File: src/rtl/step_spin_controller.sv
// Multi-channel stepper-motor microstep sequencer: per-channel IDLE/RUN FSM
// that issues step pulses, tracks a 5-bit electrical phase, and counts down
// (full steps << mode) microsteps, all paced by one shared period divider.
// Latency: first step max(period,1) cycles after an accepted start, then every
// max(period,1) cycles; done rides on the final step, busy drops one cycle later.
// Backpressure: none; start while busy and start+abort together are ignored.
// Ports:
//   clk, resetb            : clock, asynchronous active-low reset
//   start/abort/dir [NCH]  : per-channel move request, stop request, direction
//   mode [2*NCH]           : per-channel microstep mode (0 full .. 3 eighth)
//   steps [NCH*CNT_W]      : per-channel full-step count
//   period [DIV_W]         : shared clocks per microstep (0 treated as 1)
//   step/busy/done/aborted : per-channel registered status pulses / level
//   phase [5*NCH]          : per-channel phase in eighth-step units, mod 32
module step_spin_controller #(
  parameter int NCH   = 2,
  parameter int CNT_W = 12,
  parameter int DIV_W = 16
) (
  input  logic                   clk,
  input  logic                   resetb,
  input  logic [NCH-1:0]         start,
  input  logic [NCH-1:0]         abort,
  input  logic [NCH-1:0]         dir,
  input  logic [2*NCH-1:0]       mode,
  input  logic [NCH*CNT_W-1:0]   steps,
  input  logic [DIV_W-1:0]       period,
  output logic [NCH-1:0]         step,
  output logic [5*NCH-1:0]       phase,
  output logic [NCH-1:0]         busy,
  output logic [NCH-1:0]         done,
  output logic [NCH-1:0]         aborted
);

  localparam int REM_W = CNT_W + 3;

  typedef enum logic {S_IDLE, S_RUN} state_t;

  // Shared effective period; a zero period behaves as one step per clock.
  logic [DIV_W-1:0] period_m;
  assign period_m = (period == '0) ? DIV_W'(1) : period;

  for (genvar c = 0; c < NCH; c++) begin : g_ch
    state_t           state_q;
    logic             dir_q;
    logic [1:0]       mode_q;
    logic [REM_W-1:0] rem_q;
    logic [DIV_W-1:0] div_q;
    logic [4:0]       phase_q;
    logic             step_q;
    logic             done_q;
    logic             aborted_q;

    logic [1:0]       mode_in;
    logic [CNT_W-1:0] steps_in;
    logic [REM_W-1:0] rem_ld;
    logic [4:0]       inc_acc;
    logic [4:0]       inc_run;
    logic [4:0]       phase_acc_d;
    logic [4:0]       phase_run_d;

    assign mode_in  = mode[2*c +: 2];
    assign steps_in = steps[c*CNT_W +: CNT_W];
    assign rem_ld   = REM_W'(steps_in) << mode_in;
    assign inc_acc  = 5'd8 >> mode_in;
    assign inc_run  = 5'd8 >> mode_q;
    // Phase after a step issued straight from acceptance uses the live
    // dir/mode; steps issued in RUN use the latched copies.
    assign phase_acc_d = dir[c] ? (phase_q + inc_acc) : (phase_q - inc_acc);
    assign phase_run_d = dir_q  ? (phase_q + inc_run) : (phase_q - inc_run);

    // div_q holds the number of cycles until the next step appears on the
    // output; the step register is loaded on the edge where div_q is 1, so a
    // period of 1 has to fire directly from the accepting edge.
    always_ff @(posedge clk or negedge resetb) begin
      if (!resetb) begin
        state_q   <= S_IDLE;
        dir_q     <= 1'b0;
        mode_q    <= 2'd0;
        rem_q     <= '0;
        div_q     <= '0;
        phase_q   <= 5'd0;
        step_q    <= 1'b0;
        done_q    <= 1'b0;
        aborted_q <= 1'b0;
      end else begin
        step_q    <= 1'b0;
        done_q    <= 1'b0;
        aborted_q <= 1'b0;
        case (state_q)
          S_IDLE: begin
            if (start[c] && !abort[c]) begin
              if (steps_in == '0) begin
                done_q <= 1'b1;
              end else begin
                state_q <= S_RUN;
                dir_q   <= dir[c];
                mode_q  <= mode_in;
                if (period_m == DIV_W'(1)) begin
                  step_q  <= 1'b1;
                  phase_q <= phase_acc_d;
                  rem_q   <= rem_ld - REM_W'(1);
                  done_q  <= (rem_ld == REM_W'(1));
                  div_q   <= period_m;
                end else begin
                  rem_q <= rem_ld;
                  div_q <= period_m - DIV_W'(1);
                end
              end
            end
          end
          S_RUN: begin
            if (rem_q == '0) begin
              // Final step already out with done; this is the busy tail cycle.
              state_q <= S_IDLE;
              div_q   <= '0;
            end else if (abort[c]) begin
              // Abort outranks a step due on this edge, including the last one.
              state_q   <= S_IDLE;
              aborted_q <= 1'b1;
              rem_q     <= '0;
              div_q     <= '0;
            end else if (div_q == DIV_W'(1)) begin
              step_q  <= 1'b1;
              phase_q <= phase_run_d;
              rem_q   <= rem_q - REM_W'(1);
              done_q  <= (rem_q == REM_W'(1));
              div_q   <= period_m;
            end else begin
              div_q <= div_q - DIV_W'(1);
            end
          end
          default: state_q <= S_IDLE;
        endcase
      end
    end

    assign step[c]          = step_q;
    assign phase[5*c +: 5]  = phase_q;
    assign busy[c]          = (state_q == S_RUN);
    assign done[c]          = done_q;
    assign aborted[c]       = aborted_q;
  end

endmodule
File: config.mk
export PLATFORM = sky130hd
export DESIGN_NAME = step_spin_controller
export DESIGN_NICKNAME = d
export VERILOG_FILES = /design/src/rtl/step_spin_controller.sv
export SDC_FILE = /design/constraint.sdc
export NUM_CORES = 1
export LEC_CHECK = 0
export CAP_MARGIN = 0
export CORE_ASPECT_RATIO = 0.7
export CORE_MARGIN = 2
export CORE_UTILIZATION = 56
export DETAILED_ROUTE_END_ITERATION = 10
export PLACE_DENSITY = 0.78
export RECOVER_POWER = 50
export SYNTH_ARGS = -nofsm -noshare
export SYNTH_HDL_FRONTEND = slang
export SYNTH_SLANG_ARGS = --single-unit
export TNS_END_PERCENT = 100
File: constraint.sdc
create_clock -name clk -period 3 [get_ports clk]
set_input_delay 0.6 -clock clk [delete_from_list [all_inputs] [get_ports clk]]
set_output_delay 0.6 -clock clk [all_outputs]
set_load 0.01 [all_outputs]
==> results.sh <==
export IMPL_status="finished with violations"
export IMPL_violations="capacitance limit, slew limit"
export IMPL_crit_path_end_kind="register"
export IMPL_die_area_um2=15000
export IMPL_finClkSkew_ns=0.0104
export IMPL_rows=36
export IMPL_synth_top_area_share_pct=27.4
export IMPL_grt_max_degree=50
export IMPL_final_antenna_net_count=0
export IMPL_power_density_nw_per_um2=454
export IMPL_finalHoldViolations=0
export IMPL_vias=8575
export IMPL_p_clk_share_pct=24.5
export IMPL_swShare_pct=39.9
export IMPL_synth_area_um2=7850
export IMPL_required_ns=3.26
export IMPL_internal_power_w=0.00276
export IMPL_ys_ff_latch=86
export IMPL_layout_setup_ws_ns=0.0873
export IMPL_synth_nets=1066
export IMPL_max_cap_violations=1
export IMPL_total_power_w=0.00459
export IMPL_drt_total_wl_um=25400
export IMPL_avgSynthCellArea_um2=7.96
export IMPL_cts_root_buf="clkbuf_16"
export IMPL_antenna_found_initial=0
export IMPL_period_minus_slack_ns=2.91
export IMPL_maxSlewViolCount=38
export IMPL_grt_pass1_wl_um=40700
export IMPL_timing_rr_end="g_ch[0].div_q[2]$_DFFE_PN0P_"
export IMPL_fin_util_pct=73.0
export IMPL_drt_pass1_iter_count=5
export IMPL_r2r_cells=9
export IMPL_crit_type="in2reg"
export IMPL_place_inst=1315
export IMPL_p_switching_w=0.00183
export IMPL_pre_cts_slack_ns=-0.628
export IMPL_crit_path_max_fanout=4
export IMPL_ir_worst_vdd_v=0.000313
export IMPL_synth_flop_cell="dfrtp_1"
export IMPL_numCtsBuffers=9
export IMPL_viasPerCell=6.36
export IMPL_stdcell_count=1348
export IMPL_synthArstFlopShare_pct=100
export IMPL_crit_end="g_ch[0].rem_q[10]$_DFFE_PN0P_"
export IMPL_timing_final_crit_share_pct=97.1
export IMPL_synth_area_leader_cell="dfrtp_1"
export IMPL_p_seq_share_pct=37.3
export IMPL_fillers=1079
export IMPL_arrival_ns=3.17
export IMPL_gp_routability_congestion=0.958
export IMPL_max_slew_margin_pct=-53.2
export IMPL_synthToLayoutAreaGrowth_pct=28.6
export IMPL_fp_dieW_um=146
export IMPL_synth_area_leaders="dfrtp_1 27%, nand2_1 5.6%, nor2_1 4.9%"
export IMPL_grt_pass1_vias=7876
export IMPL_port_buffers=69
export IMPL_worst_pin_slew_ns=2.30
export IMPL_clock_latency_ns=0.36
export IMPL_htreeDepth=3
export IMPL_r2r_slack_ns=0.18
export IMPL_p_leak_nw=4.29
export IMPL_synth_edf_count=0
export IMPL_synth_cell_types=82
export IMPL_drt_initial_drc_count=952
export IMPL_n_antenna_cell=0
export IMPL_worstSetupStartpoint="period[12]"
export IMPL_clkSinkCount=86
export IMPL_start_util_pct=56.8
export IMPL_grt_overflow=0
export IMPL_cts_tree="done"
export IMPL_die_height_um=103
export IMPL_yosysSeqAreaShare_pct=27.4
export IMPL_finalSetupViolations=0
export IMPL_drc=0
export IMPL_track_usage_pct=33.8
export IMPL_netlist_instances=986
export IMPL_ys_warn_count=0
export IMPL_max_freq_mhz=343
export IMPL_r2r_start="g_ch[0].rem_q[0]$_DFFE_PN0P_"
export IMPL_wl_per_cell_um=18.9
export IMPL_hold_path_class="reg2reg"
export IMPL_nets=1233
export IMPL_layout_drive_gt1_share_pct=20.0
export IMPL_cp_start_kind="input port"
export IMPL_rsz0062_at_grt="yes"
export IMPL_dp_hpwl_um=19000
export IMPL_cts_max_path_buffers=2
export IMPL_p_comb_share_pct=38.2
export IMPL_coreArea_um2=13800
export IMPL_io_pins=70
export IMPL_clkSlewWorstSetupHoldPaths_ns=0.07
[Yosys cell counts, types with 23 or more instances]
library cell,number
a21oi_1,61
clkbuf_1,28
dfrtp_1,86
ha_1,26
inv_1,24
mux2i_1,26
nand2_1,117
nand2b_1,23
nand3_1,42
nor2_1,103
nor3_1,32
o21ai_0,55
xnor2_1,27
xor2_1,25
[kinds of logic after synthesis]
kind of cell               share of synthesized area (%)
adders and majority gates                           4.65
and+or+nand+nor                                     27.7
buffers and inverters                               4.88
xor gates and xnor gates                            5.80
muxes                                               6.47
DFF                                                 27.4
AOI/OAI and AO/OA                                   23.1
[layout by cell type (no fill, tap or decap), types with 25 or more instances in the layout]
| master | Yosys | routed |
|---|---|---|
| a21oi_1 | 61 | 60 |
| buf_4 | 9 | 141 |
| clkdlybuf4s50_1 | 0 | 49 |
| dfrtp_1 | 86 | 86 |
| ha_1 | 26 | 25 |
| mux2i_1 | 26 | 26 |
| nand2_1 | 117 | 116 |
| nand3_1 | 42 | 42 |
| nor2_1 | 103 | 102 |
| nor3_1 | 32 | 29 |
| o21ai_0 | 55 | 55 |
| xnor2_1 | 27 | 27 |
| xor2_1 | 25 | 25 |
[power groups by stage]
stage	clock network, W	logic, W	registers [W]
5_1_grt	0.00118	0.00193	0.00175
3_5_place_dp	0	0.00170	0.00172
6_report	0.00112	0.00175	0.00171
2_1_floorplan	0	0.00114	0.00162
3_3_place_gp	0	0.00165	0.00171
4_1_cts	0.00113	0.00171	0.00170
[worst max-delay path: stages]
cell      delay (ns)
clkbuf_2        0.09
or4_4           0.57
nor2_4          0.17
a31oi_4         0.11
inv_2           0.10
ha_4            0.14
nor4b_4         0.23
nand4_4         0.15
buf_12          0.18
nor3_4          0.23
buf_4           0.15
nand3_1         0.09
xor2_1          0.15
o221ai_1        0.21
[per-layer routing]
layer | global-route usage, % | up-vias | share of wire [%]
li1 | - | 4006 | -
met1 | 49.4 | 4070 | 44
met2 | 53.0 | 448 | 44
met3 | 5.44 | 51 | 10
met4 | 7.69 | 0 | 1.7
met5 | 0 | - | 0
[flip-flops by register name, summed over array words and instances, names as in the netlist]
name            count
g_ch.dir_q          2
g_ch.rem_q         30
g_ch.div_q         32
g_ch.aborted_q      2
g_ch.phase_q       10
g_ch.state_q        2
g_ch.step_q         2
g_ch.done_q         2
g_ch.mode_q         4
[worst min path at each step]
stage	start	to	slack, ns	depth (start not counted)
after floorplan	resetb	g_ch[0].aborted_q$_DFF_PN0_	0.30	0
after global placement	g_ch[0].phase_q[4]$_DFFE_PN0P_	g_ch[0].phase_q[4]$_DFFE_PN0P_	0.46	1
after detailed placement	g_ch[1].phase_q[4]$_DFFE_PN0P_	g_ch[1].phase_q[4]$_DFFE_PN0P_	0.47	1
after CTS	resetb	g_ch[1].rem_q[8]$_DFFE_PN0P_	0.26	1
after global routing	g_ch[0].phase_q[4]$_DFFE_PN0P_	g_ch[0].phase_q[4]$_DFFE_PN0P_	0.50	1
final	g_ch[1].phase_q[4]$_DFFE_PN0P_	g_ch[1].phase_q[4]$_DFFE_PN0P_	0.48	1
[stage by stage]
stage	hold WS, ns	area (um2)	TNS (ns)
global route	0.503	10100	-0.0324
floorplan	0.304	8050	-0.484
CTS	0.255	10000	0
finish	0.476	10100	0
global placement	0.456	9650	-19.85
detailed placement	0.467	9650	-22.29
[area by class of cell]
type / instances / area, um2 / area share, %
multi-input cells: 817 / 5500 / 54.5
flip-flops and latches: 86 / 2150 / 21.3
repair buffers: 215 / 1820 / 18.1
clock buffers: 10 / 239 / 2.37
well taps: 190 / 238 / 2.35
inverters: 24 / 90.1 / 0.892
clock inverters: 6 / 53.8 / 0.533
[what timing repair did]
action | 4_1_cts | 5_1_grt
gates resized for setup | 14 | 15
pin swaps | 13 | 14
setup endpoints to repair | 33 | 35
hold buffers | 0 | 0
buffers inserted | 9 | 8
Note: power is estimated with default switching activity, not from simulation.
